## src/rtl/id_ex_stage_reg.sv

```systemverilog
// ID/EX pipeline register: freeze, flush and hazard bubbles, valid tracking.
// Optional perf counters (bubble_cnt, flush_cnt) enabled by IDEX_PERF_CNT_EN.
module id_ex_stage_reg #(
  parameter int DATA_W     = 32,
  parameter int REG_ADDR_W = 4,
  parameter int CNT_W      = 16
) (
  input  logic                  clk,
  input  logic                  rst,
  input  logic                  flush,
  input  logic                  freeze,
  input  logic                  hazard,
  input  logic                  valid_in,
  input  logic [3:0]            exe_cmd_in,
  input  logic                  mem_read_in,
  input  logic                  mem_write_in,
  input  logic                  wb_en_in,
  input  logic                  b_in,
  input  logic                  s_in,
  input  logic [DATA_W-1:0]     pc_in,
  input  logic [DATA_W-1:0]     val_rn_in,
  input  logic [DATA_W-1:0]     val_rm_in,
  input  logic                  imm_in,
  input  logic [11:0]           shift_operand_in,
  input  logic [23:0]           signed_imm24_in,
  input  logic [REG_ADDR_W-1:0] dest_in,
  input  logic [REG_ADDR_W-1:0] src1_in,
  input  logic [REG_ADDR_W-1:0] src2_in,
  input  logic [3:0]            status_in,
  output logic                  valid_out,
  output logic [3:0]            exe_cmd_out,
  output logic                  mem_read_out,
  output logic                  mem_write_out,
  output logic                  wb_en_out,
  output logic                  b_out,
  output logic                  s_out,
  output logic [DATA_W-1:0]     pc_out,
  output logic [DATA_W-1:0]     val_rn_out,
  output logic [DATA_W-1:0]     val_rm_out,
  output logic                  imm_out,
  output logic [11:0]           shift_operand_out,
  output logic [23:0]           signed_imm24_out,
  output logic [REG_ADDR_W-1:0] dest_out,
  output logic [REG_ADDR_W-1:0] src1_out,
  output logic [REG_ADDR_W-1:0] src2_out,
`ifdef IDEX_PERF_CNT_EN
  output logic [CNT_W-1:0]      bubble_cnt,
  output logic [CNT_W-1:0]      flush_cnt,
`endif
  output logic [3:0]            status_out
);

  typedef struct packed {
    logic                  valid;
    logic [3:0]            exe_cmd;
    logic                  mem_read;
    logic                  mem_write;
    logic                  wb_en;
    logic                  b;
    logic                  s;
    logic [DATA_W-1:0]     pc;
    logic [DATA_W-1:0]     val_rn;
    logic [DATA_W-1:0]     val_rm;
    logic                  imm;
    logic [11:0]           shift_operand;
    logic [23:0]           signed_imm24;
    logic [REG_ADDR_W-1:0] dest;
    logic [REG_ADDR_W-1:0] src1;
    logic [REG_ADDR_W-1:0] src2;
    logic [3:0]            status;
  } id_ex_t;

  id_ex_t r;
  id_ex_t cap;

  // Capture word; side-effecting control bits are gated off for invalid slots.
  always_comb begin
    cap               = '0;
    cap.valid         = valid_in;
    cap.exe_cmd       = exe_cmd_in;
    cap.mem_read      = mem_read_in & valid_in;
    cap.mem_write     = mem_write_in & valid_in;
    cap.wb_en         = wb_en_in & valid_in;
    cap.b             = b_in & valid_in;
    cap.s             = s_in & valid_in;
    cap.pc            = pc_in;
    cap.val_rn        = val_rn_in;
    cap.val_rm        = val_rm_in;
    cap.imm           = imm_in;
    cap.shift_operand = shift_operand_in;
    cap.signed_imm24  = signed_imm24_in;
    cap.dest          = dest_in;
    cap.src1          = src1_in;
    cap.src2          = src2_in;
    cap.status        = status_in;
  end

  // Stage register: flush beats freeze, freeze beats hazard; bubbles are all-zero.
  always_ff @(posedge clk or posedge rst) begin
    if (rst) begin
      r <= '0;
    end else if (flush) begin
      r <= '0;
    end else if (!freeze) begin
      if (hazard) r <= '0;
      else        r <= cap;
    end
  end

  assign valid_out         = r.valid;
  assign exe_cmd_out       = r.exe_cmd;
  assign mem_read_out      = r.mem_read;
  assign mem_write_out     = r.mem_write;
  assign wb_en_out         = r.wb_en;
  assign b_out             = r.b;
  assign s_out             = r.s;
  assign pc_out            = r.pc;
  assign val_rn_out        = r.val_rn;
  assign val_rm_out        = r.val_rm;
  assign imm_out           = r.imm;
  assign shift_operand_out = r.shift_operand;
  assign signed_imm24_out  = r.signed_imm24;
  assign dest_out          = r.dest;
  assign src1_out          = r.src1;
  assign src2_out          = r.src2;
  assign status_out        = r.status;

`ifdef IDEX_PERF_CNT_EN
  localparam logic [CNT_W-1:0] CNT_MAX = '1;

  // Saturating counters: hazard bubbles only count when actually loaded.
  always_ff @(posedge clk or posedge rst) begin
    if (rst) begin
      bubble_cnt <= '0;
      flush_cnt  <= '0;
    end else begin
      if (flush && flush_cnt != CNT_MAX)
        flush_cnt <= flush_cnt + 1'b1;
      if (!flush && !freeze && hazard && bubble_cnt != CNT_MAX)
        bubble_cnt <= bubble_cnt + 1'b1;
    end
  end
`endif

endmodule
```

## config.mk

```make
export PLATFORM = sky130hd
export DESIGN_NAME = id_ex_stage_reg
export DESIGN_NICKNAME = d
export VERILOG_FILES = /design/src/rtl/id_ex_stage_reg.sv
export SDC_FILE = /design/constraint.sdc
export NUM_CORES = 1
export LEC_CHECK = 0
export BUFFER_PORTS_ARGS = -buffer_cell sky130_fd_sc_hd__buf_2
export CORE_AREA = 2 2 126 128
export DETAILED_ROUTE_END_ITERATION = 10
export DIE_AREA = 0 0 128 130
export GPL_TIMING_DRIVEN = 0
export PLACE_DENSITY = 0.82
export SYNTH_ARGS = -nofsm -noshare
export SYNTH_HDL_FRONTEND = slang
export SYNTH_SLANG_ARGS = --single-unit
```

## constraint.sdc

```tcl
create_clock -name clk -period 13 [get_ports clk]
set_input_delay 0 -clock clk [delete_from_list [all_inputs] [get_ports clk]]
set_output_delay 0 -clock clk [all_outputs]
set_load 0.01 [all_outputs]
```

==> metrics.md <==
| Metric | Value |
|---|---|
| Worst Setup EP | b_out |
| Syn Std Cell Area | 7180 um2 |
| Root Buffer | clkbuf_16 |
| Setup Slack @ Placement | 11.55 ns |
| Crit path kind | primary input to flop |
| Startpoint types | primary input |
| # nets final | 1,374 |
| CORE AREA | 15,400 um2 |
| Global route total overflow | 0 |
| Clock slew at the register clock pins of the worst setup and hold paths | 0.06 ns |
| DRT antenna net count | 0 |
| GR Util All Layers | 0.314 |
| Die X | 128 um |
| Critical Path Most Common Cell | dlygate4sd3_1 |
| Seq/Total Area, Yosys | 0.554 |
| Run status | completed |
| Critical path's slowest cell | dlygate4sd3_1 |
| Primary FF master, synth | dfrtp_1 |
| Tmin final | 1.15 ns |
| Crit path from | b_in |
| Vias in the first global route | 7,868 |
| Die area | 16,600 um2 |
| Worst stage delay on the critical path | 0.57 ns |
| TNS Setup | 0 ns |
| H-tree depth | 4 |
| Pwr dens | 107 nW/um2 |
| Final setup viols | 0 |
| First-pass GRT wire length | 40,500 um |
| Initial antenna violation count | 0 |
| Setup WS post-layout | 11.85 ns |
| Cell row count | 46 |
| Area delta synth->final | 57.0% |
| Clock Latency Late Sink | 0.40 ns |
| Peak Freq | 868 MHz |
| CTS resizes | 0 |
| Layout cells sized above 1 | 0.319 |
| Largest net degree at the start of global routing | 85 |
| Post-CTS Setup Repair Bufs | 0 |
| Synthesis warning total | 0 |
| Chip height | 130 um |
| Delay-heaviest family, CP | buffers and inverters |
| Number of synthesized flops with an enable pin | 0 |
| Tightest Pin Transition | 0.748 ns |
| Maximum fanout along the worst path | 1 |
| Synth cell count leaders | a21oi_1 (159), dfrtp_1 (159), nand2_1 (159) |
| WL/cell | 18.8 um |
| Critical Path AT | 1.47 ns |
| RSZ-0062 raised after global routing | no |
| TritonRoute pass-1 iters | 5 |
| GP Congestion | 0.858 |
| DRC | 0 |
| FF-to-FF setup slack | 12.24 ns |
| DRT iter0 DRCs | 463 |
| Top-area cell type share of the netlist area | 0.554 |
| Clock Path Buffers | 2 |
| Clock skew | 0 ns |
| Clock sinks | 159 |
| Reg2Reg Depth | 2 |
| Pleak | 5.54 nW |
| Bufs and invs on worst path | 3 |
| Dpl hpwl | 15,900 um |
| Crit-path cells | dlygate4sd3_1 -> buf_2 -> nand4bb_1 -> dlygate4sd3_1 -> a21oi_1 |
| Leading area contributor after synthesis | dfrtp_1 |
| Syn Area/Cell | 10.2 um2 |
| Ranking of synthesized cells by area | dfrtp_1 (55%), or3b_1 (18%), a21oi_1 (11%) |
| Initial core utilization | 0.465 |
| Fin. Hold Viols | 0 |
| Antenna Diode Count | 0 |
| Power Total | 1.21 mW |
| Distinct cells, synth | 13 |
| Final Max Slew Viols | 0 |
| Maximum vdd ir drop | 0.0000815 V |
| Fillers | 1,022 |
| Hold Crit Depth | 3 |
| Syn nets | 871 |
| Reg-to-reg startpoint | val_rn_out[26] |
| Port bufs | 319 |
| IO Count | 323 |
| Min-Delay Path Class | primary input to flop |
| CP Depth | 5 |
| DRT Wirelength | 26,500 um |
| FF-to-FF End | val_rn_out[26] |
| Routed vias/inst | 5.39 |
| Synth async-reset ratio | 1.00 |
| Crit share post-route | 0.0886 |
| Via count | 7,620 |
| Slew Limit Headroom | 0.501 |
| #FFs+latches synth | 159 |
| Req. time, crit path | 13.32 ns |
| Cell count after synthesis | 707 |
| Num CTS Buffers | 17 |
| Element type at the critical path end | flop |
| CTS tree | built |
| Max-cap violations | 0 |
| Hold_buf cts | 164 |
## cell families (layout without fill, tap and decap cells)
| family | count (synthesis) | count (layout) | synth area share |
|---|---|---|---|
| and+or+nand+nor | 318 | 318 | 0.279 |
| AOI/OAI and AO/OA | 159 | 159 | 0.111 |
| DFF | 159 | 159 | 0.554 |
| buffers and inverters | 71 | 585 | 0.0558 |
## metal layers
layer  wire length [um]  global-route usage
met1               9850               0.356
met2              13400               0.545
met3               1950              0.0775
met4               1350               0.182
met5                  0                   0
## worst min path at each step
stage	from	endpoint	slack, ns
final	freeze	val_rm_out[3]	0.02
after global placement	s_in	s_out	0.28
after detailed placement	rst	val_rn_out[21]	0.11
after floorplan	b_in	b_out	0.17
after global routing	freeze	val_rm_out[3]	0.03
after CTS	freeze	val_rm_out[0]	0.009
## worst min-delay path: stages
cell and delay (ns):
buf_4 0.19, or3b_2 0.14, a21oi_1 0.06
## final cells by class
cell class	instances	area, um2	share of cell area
Tap cell	192	240	0.0213
Multi-Input combinational cell	477	2800	0.248
Timing Repair Buffer	484	3270	0.290
Buffer	70	397	0.0352
Clock buffer	20	437	0.0388
Sequential cell	159	3980	0.353
Inverter	1	11.3	0.000999
Clock inverter	10	141	0.0125
## cell usage in the layout, fill, tap and decap left out, drive strengths merged
| cell | count |
|---|---|
| buf | 353 |
| dfrtp | 159 |
| dlygate4sd3 | 164 |
| bufinv | 3 |
| nand4bb | 5 |
| a21oi | 159 |
| clkbuf | 57 |
| inv | 1 |
| clkinvlp | 2 |
| or3b | 154 |
| clkinv | 5 |
| nand2 | 159 |
## through the flow
stage	utilization	area, um2	cells	hold WS, ns
3_3_place_gp	0.584	9010	1218	0.277
5_1_grt	0.731	11300	1413	0.0270
2_1_floorplan	-	7180	707	0.168
6_report	0.731	11300	1413	0.0220
3_5_place_dp	0.587	9050	1219	0.111
4_1_cts	0.731	11300	1413	0.00875
## flip-flops by register name, indices dropped and copies added, names as in the netlist
name,count
signed_imm24_out,24
status_out,4
s_out,1
shift_operand_out,12
val_rn_out,32
mem_read_out,1
mem_write_out,1
val_rm_out,32
src2_out,4
exe_cmd_out,4
imm_out,1
dest_out,4
wb_en_out,1
src1_out,4
pc_out,32
b_out,1
valid_out,1
## report_power, final
part	leakage, nW	total [mW]	switching, mW	internal [mW]
combinational	3.09	0.183	0.0910	0.0917
sequential	2.17	0.523	0.0104	0.513
clock	0.276	0.501	0.201	0.300
No activity file was read; power rests on OpenSTA's default activity.
